File: config.mk
export PLATFORM = sky130hd
export DESIGN_NAME = riscv_lsu
export DESIGN_NICKNAME = d
export VERILOG_FILES = /design/src/rtl/riscv_lsu_pkg.sv /design/src/rtl/riscv_lsu_extend.sv /design/src/rtl/riscv_lsu.sv
export SDC_FILE = /design/constraint.sdc
export NUM_CORES = 1
export LEC_CHECK = 0
export CAP_MARGIN = 20
export CORE_UTILIZATION = 35
export DETAILED_ROUTE_END_ITERATION = 12
export PLACE_DENSITY = 0.67
export SLEW_MARGIN = 10
export SYNTH_ARGS = -nofsm -noshare
export SYNTH_HDL_FRONTEND = slang
export SYNTH_SLANG_ARGS = --single-unit
File: constraint.sdc
create_clock -name clk_i -period 2.6 [get_ports clk_i]
set_clock_uncertainty 0.1 [all_clocks]
set_input_delay 0.65 -clock clk_i [delete_from_list [all_inputs] [get_ports clk_i]]
set_output_delay 0.65 -clock clk_i [all_outputs]
set_load 0.01 [all_outputs]
File: src/rtl/riscv_lsu_pkg.sv
// riscv_lsu shared package: size codes, FSM encoding, lane helpers.
// Optional RISCV_LSU_MISALIGN_CHECK_EN adds the alignment predicate.
package riscv_lsu_pkg;

  localparam logic [2:0] LDST_B  = 3'd0;
  localparam logic [2:0] LDST_H  = 3'd1;
  localparam logic [2:0] LDST_W  = 3'd2;
  localparam logic [2:0] LDST_BU = 3'd4;
  localparam logic [2:0] LDST_HU = 3'd5;

  typedef enum logic [1:0] {
    LSU_IDLE = 2'd0,
    LSU_BUSY = 2'd1,
    LSU_RESP = 2'd2
  } lsu_state_e;

  function automatic logic [3:0] lsu_be(
    input logic [2:0] size,
    input logic [1:0] off
  );
    case (size)
      LDST_B, LDST_BU: lsu_be = 4'b0001 << off;
      LDST_H, LDST_HU: lsu_be = 4'b0011 << {off[1], 1'b0};
      default:         lsu_be = 4'b1111;
    endcase
  endfunction

  function automatic logic [31:0] lsu_wd(
    input logic [2:0]  size,
    input logic [31:0] wd
  );
    case (size)
      LDST_B, LDST_BU: lsu_wd = {4{wd[7:0]}};
      LDST_H, LDST_HU: lsu_wd = {2{wd[15:0]}};
      default:         lsu_wd = wd;
    endcase
  endfunction

`ifdef RISCV_LSU_MISALIGN_CHECK_EN
  function automatic logic lsu_misaligned(
    input logic [2:0] size,
    input logic [1:0] off
  );
    case (size)
      LDST_B, LDST_BU: lsu_misaligned = 1'b0;
      LDST_H, LDST_HU: lsu_misaligned = off[0];
      default:         lsu_misaligned = |off;
    endcase
  endfunction
`endif

endpackage

File: src/rtl/riscv_lsu_extend.sv
// riscv_lsu_extend: selects the addressed lane of a read word
// and sign- or zero-extends it to 32 bits.
module riscv_lsu_extend
  import riscv_lsu_pkg::*;
(
  input  logic [31:0] rdata_i,
  input  logic [1:0]  off_i,
  input  logic [2:0]  size_i,
  output logic [31:0] data_o
);

  logic [7:0]  byte_w;
  logic [15:0] half_w;

  assign byte_w = rdata_i[{off_i, 3'b000} +: 8];
  assign half_w = off_i[1] ? rdata_i[31:16] : rdata_i[15:0];

  always_comb begin
    case (size_i)
      LDST_B:  data_o = {{24{byte_w[7]}}, byte_w};
      LDST_BU: data_o = {24'b0, byte_w};
      LDST_H:  data_o = {{16{half_w[15]}}, half_w};
      LDST_HU: data_o = {16'b0, half_w};
      default: data_o = rdata_i;
    endcase
  end

endmodule

File: src/rtl/riscv_lsu.sv
// riscv_lsu: load/store unit with registered memory handshake.
// Define RISCV_LSU_MISALIGN_CHECK_EN to trap misaligned accesses.
module riscv_lsu
  import riscv_lsu_pkg::*;
#(
  parameter int ADDR_W = 32,
  parameter int DATA_W = 32
) (
  input  logic              clk_i,
  input  logic              arstn_i,
  input  logic              core_req_i,
  input  logic              core_we_i,
  input  logic [2:0]        core_size_i,
  input  logic [ADDR_W-1:0] core_addr_i,
  input  logic [DATA_W-1:0] core_wd_i,
  output logic [DATA_W-1:0] core_rd_o,
  output logic              core_stall_o,
  output logic              mem_req_o,
  output logic              mem_we_o,
  output logic [3:0]        mem_be_o,
  output logic [ADDR_W-1:0] mem_addr_o,
  output logic [DATA_W-1:0] mem_wd_o,
  input  logic [DATA_W-1:0] mem_rd_i,
`ifdef RISCV_LSU_MISALIGN_CHECK_EN
  output logic              misalign_o,
`endif
  input  logic              mem_ready_i
);

  lsu_state_e        state_q;
  logic              req_q;
  logic              we_q;
  logic [3:0]        be_q;
  logic [ADDR_W-1:0] addr_q;
  logic [DATA_W-1:0] wd_q;
  logic [DATA_W-1:0] rd_q;
  logic [1:0]        off_q;
  logic [2:0]        size_q;
  logic [31:0]       ext;

  riscv_lsu_extend u_ext (
    .rdata_i (mem_rd_i),
    .off_i   (off_q),
    .size_i  (size_q),
    .data_o  (ext)
  );

`ifdef RISCV_LSU_MISALIGN_CHECK_EN
  logic mis_q;
  assign misalign_o = mis_q;
`endif

  always_ff @(posedge clk_i or negedge arstn_i) begin
    if (!arstn_i) begin
      state_q <= LSU_IDLE;
      req_q   <= 1'b0;
      we_q    <= 1'b0;
      be_q    <= '0;
      addr_q  <= '0;
      wd_q    <= '0;
      rd_q    <= '0;
      off_q   <= '0;
      size_q  <= '0;
`ifdef RISCV_LSU_MISALIGN_CHECK_EN
      mis_q   <= 1'b0;
`endif
    end else begin
`ifdef RISCV_LSU_MISALIGN_CHECK_EN
      mis_q <= 1'b0;
`endif
      unique case (state_q)
        LSU_IDLE: begin
          if (core_req_i) begin
`ifdef RISCV_LSU_MISALIGN_CHECK_EN
            if (lsu_misaligned(core_size_i, core_addr_i[1:0])) begin
              mis_q   <= 1'b1;
              rd_q    <= '0;
              state_q <= LSU_RESP;
            end else
`endif
            begin
              req_q   <= 1'b1;
              we_q    <= core_we_i;
              be_q    <= lsu_be(core_size_i, core_addr_i[1:0]);
              addr_q  <= {core_addr_i[ADDR_W-1:2], 2'b00};
              wd_q    <= lsu_wd(core_size_i, core_wd_i);
              off_q   <= core_addr_i[1:0];
              size_q  <= core_size_i;
              state_q <= LSU_BUSY;
            end
          end
        end
        LSU_BUSY: begin
          if (mem_ready_i) begin
            req_q <= 1'b0;
            if (!we_q) rd_q <= ext;
            state_q <= LSU_RESP;
          end
        end
        default: state_q <= LSU_IDLE;
      endcase
    end
  end

  // Stall is gated by reset so every output reads 0 while held.
  always_comb begin
    case (state_q)
      LSU_IDLE: core_stall_o = core_req_i & arstn_i;
      LSU_BUSY: core_stall_o = arstn_i;
      default:  core_stall_o = 1'b0;
    endcase
  end

  assign mem_req_o  = req_q;
  assign mem_we_o   = we_q;
  assign mem_be_o   = be_q;
  assign mem_addr_o = addr_q;
  assign mem_wd_o   = wd_q;
  assign core_rd_o  = rd_q;

endmodule
## Word level (Yosys, flattened, before mapping)

Cells that the tools add are included.

| storage, ports and cells | value |
|---|---|
| register bits | 107 |
| bits of input ports | 104 |
| output and inout port bits | 103 |
| word-level logic and storage cells | 44 |

| operators by class | value |
|---|---|
| equality and inequality tests | 9 |
| shifts and indexed selects | 3 |
| mux-type cells | 11 |
| bitwise gates (word level) | 2 |
| reduce and logical (&&, ||, !) cells | 10 |

Operator list:

| cell | count |
|---|---|
| 32-bit case mux with 4 select lines | 1 |
| 32-bit case mux with 2 select lines | 1 |
| 32-bit by 6-bit variable part select with 8-bit output | 1 |
| 16-bit two-way mux | 1 |
| 3-bit equality test (second input constant) | 4 |
| 4-bit case mux with 2 select lines | 1 |
| 3-bit by 1-bit equality test with 1-bit output (second input constant) | 2 |
| 3-bit logical NOT | 2 |
| 3-bit AND reduction | 2 |
| 2-bit two-way mux | 2 |
| 2-bit != test (second input constant) | 2 |
| 1-bit case mux with 2 select lines | 2 |
| 2-bit case mux with 2 select lines | 1 |
| 2-bit AND reduction | 2 |
| 2-bit OR reduction | 2 |
| 1-bit by 2-bit << shifter with 4-bit output (first input constant) | 1 |
| 2-bit by 2-bit << shifter with 4-bit output (first input constant) | 1 |
| 2-bit by 1-bit equality test with 1-bit output (second input constant) | 1 |
| 2-bit logical NOT | 1 |
| 1-bit two-way mux | 2 |
| 2-bit nonzero test | 1 |
| 1-bit bitwise AND | 1 |
| 1-bit inverter | 1 |

## Logic depth before layout (Yosys ltp)

Gate-level depths: netlist of the first run.

| logic depth | value |
|---|---|
| word-level depth | 3 |
| depth in mapped cells | 6 |
| gate-level depth less buffers | 4 |

## Modules after synthesis

Synthesis of the first run repeated with hierarchy kept, for this count alone.

| unflattened totals | value |
|---|---|
| cell total of the unflattened synthesis | 499 |
| area, all modules | 5236.3 µm² |

By module, submodules not included:

| module | instances | cells an instance | area each (µm²) | seq. area each (µm²) |
|---|---|---|---|---|
| riscv_lsu | 1 | 403 | 4390.5 | 2677.6 |
| riscv_lsu_extend | 1 | 96 | 845.8 | 0.0 |

## Worst setup path before layout of the first run

Ideal clock, no wire load.

| path | value |
|---|---|
| path type | input port to flip-flop |
| start | input mem_rd_i[15] |
| end | register rd_q[21] (netlist: core_rd_o[21]) |
| setup time | 0.125 ns |
| arrival | 1.517 ns |
| required time | 2.375 ns |
| setup slack | 0.858 ns |
| cell stages on the path | 5 |
| cell sequence | mux2i_1 o22ai_4 nor3b_4 buf_6 o21ai_2 |

| on the way | value |
|---|---|
| longest elaborated chain between the ends | 2 |
| elaborated cells on any way between the ends | 3 |

Ends and longest elaborated chain:

| item | line | RTL |
|---|---|---|
| from (decl) | riscv_lsu.sv:23 | `input logic [DATA_W-1:0] mem_rd_i,` |
| 32-bit by 6-bit variable part select with 8-bit output / 16-bit two-way mux (equally long branches) | riscv_lsu_extend.sv:15, riscv_lsu_extend.sv:16 |  |
| 32-bit case mux with 4 select lines * | riscv_lsu_extend.sv:19 | `case (size_i)` |
| to (signal assigned) | riscv_lsu.sv:96 | `if (!we_q) rd_q <= ext;` |
| to (decl) | riscv_lsu.sv:36 | `logic [DATA_W-1:0] rd_q;` |

Mark *: on every way between the ends. The rest lies on a longest branch, timed or not.
A chain may end at the register's enable or synchronous reset.

## Final worst setup path of the first run

| path | value |
|---|---|
| start | input core_req_i |
| end | output core_stall_o |

| on the way | value |
|---|---|
| longest elaborated chain between the ends | 2 |

Ends and longest elaborated chain:

| item | line | RTL |
|---|---|---|
| from (decl) | riscv_lsu.sv:11 | `input logic core_req_i,` |
| 1-bit bitwise AND | riscv_lsu.sv:108 | `LSU_IDLE: core_stall_o = core_req_i & arstn_i;` |
| 1-bit case mux with 2 select lines | riscv_lsu.sv:107 | `case (state_q)` |
| to (decl) | riscv_lsu.sv:17 | `output logic core_stall_o,` |

Every way passes these cells.

==> metrics.sh, run 1 <==
MAX_BUFFERS_ROOT_TO_SINK=2
CP-START-KIND='input port'
MAX_CLOCK_FREQ_MHz=430.0
COMMONEST_NON_FILL_NON_TAP_CELL_IN_THE_LAYOUT='sky130_fd_sc_hd__clkdlybuf4s50_1'
TIMING_HOLD_VIOLATIONS_FINAL=0
MAXSLEWHEADROOM_PCT=46.78
FINAL_MAX_SLEW_VIOL_COUNT=0
YS_TYPES=38
NUM_IO_PINS=207
DRT_PASS1_ITERATIONS=4
PLACED_CELL_AREA_SQ_UM=7338
HTREE_LEVELS=3
DRT-VIAS-PER-INSTANCE=5.014
WORST_PIN_SLEW_NS=0.7983
DR_TOTAL_VIAS=4653
MULTI_INPUT_AREA_SQ_UM=2177
ANTENNA_CELLS_INSERTED=0
NETLIST_INSTANCES=549
FINAL_ANTENNA_VIOLATING_NET_COUNT=0
MOST-COMMON-LAYOUT-CELLS='sky130_fd_sc_hd__clkdlybuf4s50_1 (202), sky130_fd_sc_hd__nand2_1 (177), sky130_fd_sc_hd__dfrtp_1 (107), sky130_fd_sc_hd__o21ai_0 (44), sky130_fd_sc_hd__a21oi_1 (36)'
RSZ0062_AT_GRT='false'
HP-CLASS='input port to async pin'
REMAINING_DRC_ERRORS=0
SYNTH-MAIN-FF-CELL='sky130_fd_sc_hd__dfrtp_1'
ROUTE.DETAILED.WL_PER_INST_MICRONS=16.43
GRT_FIRST_PASS_WIRELENGTH_MM=23.78
PLACEMENT.IO_BUFFERS=204
DETAILED_PLACE_HPWL_MM=11.19
SETUP.WORST_PATH.END_CLASS='output port'
IR_DROP_mV=0.4558
POST_ROUTE_CELLS_DRIVE_ABOVE_1_SHARE_PCT=9.225
GR-TOTAL-OVERFLOW=0
TRITONCTS='built'
INITIAL_CORE_UTIL_PCT=36.24
FIN_CRIT_SH_PCT=89.44
CP_DATA_ARRIVAL_TIME_NS=1.58
CP_SLOWEST_STAGE_DELAY_NS=0.41
FINAL.MIN_CLOCK_PERIOD_NS=2.325
DIE_HEIGHT_MICRONS=122.4
DETAIL_ROUTE.ITER0.VIOLATIONS=263
CRIT_PATH_MAX_FANOUT=2
CRITICAL_PATH_REQUIRED_NS=1.85
PLACE_INST=913
SYNTH-SEQ-AREA-SHARE_PCT=52.81
YOSYSWARNINGCOUNT=0
SYNTHESIS.AREA_SQ_UM=5070
DRT-TOTAL-WL_MM=15.25
FLOORPLAN.CORE_AREA_SQ_UM=13990
CRIT_TYPE='input port to output port'
STATUS='complete, no violations'
UTILIZATION_PCT=54.71
CLK_TRANSITION_REPORTED_PATHS_NS=0.07
WORST_SLACK_NS=0.2746
GRT_ANTENNA_BEFORE_REPAIR=1
GROUTE.USAGE.OVERALL_PCT=20.77
GP_CONGESTION=0.8910
NETS_FINISH=848
FLOW.AREA_GROWTH_FROM_SYNTHESIS_PCT=50.96
DIE_W_MICRONS=122.4
P_LEAK_nW=3.334
FILL_CELLS=1297
CLOCK_SINK_COUNT=107
POWER_PER_CELL_AREA_nW_PER_UM2=1123
GRT_PASS1_VIAS=4624
SYNTH-SEQ-CELLS=107
SYNTH_EDF_COUNT=0
WORSTPATHCELLLIST='clkdlybuf4s50_1 -> o21bai_1 -> nor2_1 -> dlygate4sd2_1'
SHARE_OF_SYNTHESIZED_FLIP_FLOPS_WITH_AN_ASYNCHRONOUS_SET_OR_RESET_PCT=100.0
CLOCK_LATENCY_NS=0.35
DRV_CAP=0
NUMCTSBUFFERS=9
SYN_AREA_PER_CELL_SQ_UM=9.235
POST-PLACE-WS_NS=0.007528
FINISH.CELL_COUNT_WITHOUT_FILLERS=928
DIE-AREA_SQ_UM=14970
GRT_MAX_DEGREE=64
REGAREA_SQ_UM=2678
NUM_ROWS=43
CLOCK-ROOT-BUFFER='sky130_fd_sc_hd__clkbuf_16'
SLOWEST_STAGE='sky130_fd_sc_hd__clkdlybuf4s50_1'
FINALSETUPVIOLCOUNT=0
FINAL_DESIGN_INSTANCE_AREA_WITHOUT_FILL_SQ_UM=7654
[final timing paths]
kind                                start             end  slack [ns]  cells after the start
max in group asynchronous         arstn_i  mem_addr_o[13]        0.86                      3
max reg2reg                     size_q[0]    core_rd_o[3]        0.76                      4
min reg2reg                mem_addr_o[27]  mem_addr_o[27]        0.37                      2
min                               arstn_i   core_rd_o[12]        0.29                      2
max                            core_req_i    core_stall_o        0.27                      4
min in group clk_i         mem_addr_o[27]  mem_addr_o[27]        0.37                      2
[sequential cells by signal (all words and copies together) (netlist names)]
name        cells
mem_wd_o       32
state_q         2
mem_addr_o     30
mem_req_o       1
core_rd_o      32
mem_be_o        4
size_q          3
off_q           2
mem_we_o        1
[stage by stage]
stage | total power (W) | setup TNS (ns) | hold slack [ns]
floorplan | 0.004936 | 0 | 0.2544
detailed placement | 0.007173 | 0 | 0.3629
finish | 0.008594 | 0 | 0.2867
global placement | 0.007082 | -0.003164 | 0.3582
CTS | 0.008685 | 0 | 0.3140
global route | 0.009193 | 0 | 0.3267
[cells in the mapped netlist, drive strengths merged (3+ instances only)]
cell type	number	area, sq um
nor2	18	70.07
buf	21	128.9
nand2b	12	77.58
nor3	8	51.30
nand3b	9	67.56
inv	5	18.77
clkbuf	20	75.07
o211ai	16	120.1
o21ai	55	312.8
nand2	178	668.1
o221a	6	67.56
mux2i	26	260.3
a21oi	37	188.9
o21bai	3	22.52
mux2	8	93.84
dfrtp	107	2678
a31oi	9	56.30
[critical path: cells and delay by family]
kind            cells  cell delay (ns)
buf+inv             2             0.69
compound gates      1             0.17
simple gates        1             0.06
[where the power goes]
| group | leakage (nW) | switching (W) | internal [W] | total (W) |
|---|---|---|---|---|
| sequential | 1.29 | 0.000589 | 0.00247 | 0.00306 |
| combinational | 1.89 | 0.00186 | 0.00220 | 0.00406 |
| clock | 0.154 | 0.000611 | 0.000862 | 0.00147 |
[cell families after synthesis]
logic type | synth area share, %
AND/OR/NAND/NOR | 19.82
other | 0.07397
AO/OA/AOI/OAI | 15.92
flip-flops | 52.81
multiplexers | 6.984
buffers and inverters | 4.393
[final cells by class]
class | count | area share [%]
clock inverters | 5 | 1.014
flip-flops and latches | 107 | 34.98
repair buffers | 224 | 29.25
multi-input cells | 397 | 28.45
inverters | 5 | 0.2452
clock buffers | 10 | 3.122
well taps | 180 | 2.943
[routing by layer]
| metal | vias up | share of wire (%) | wire [microns] | GRT usage, % |
|---|---|---|---|---|
| met4 | 2 | 1.9 | 292 | 8.079 |
| met5 | - | 0.085 | 13 | 0 |
| met3 | 22 | 9.0 | 1368 | 6.738 |
| met2 | 171 | 47 | 7176 | 33.78 |
| li1 | 2243 | - | - | - |
| met1 | 2215 | 42 | 6393 | 25.49 |
[repair_timing]
action	CTS	global route
buffers inserted	0	0
hold buffers	0	0
resized for setup	1	0
endpoints found under the setup margin	1	0
Note: power is estimated with default switching activity, not from simulation.
==> run 2, diff against run 1 <==
--- a/config.mk
+++ b/config.mk
@@ -8,6 +8,7 @@
 export CAP_MARGIN = 20
 export CORE_UTILIZATION = 35
 export DETAILED_ROUTE_END_ITERATION = 12
+export HOLD_SLACK_MARGIN = 0.06
 export PLACE_DENSITY = 0.67
 export SLEW_MARGIN = 10
 export SYNTH_ARGS = -nofsm -noshare
==> results of run 2 <==
No change in the layout: final DEF, timing and power equal those of run 1.
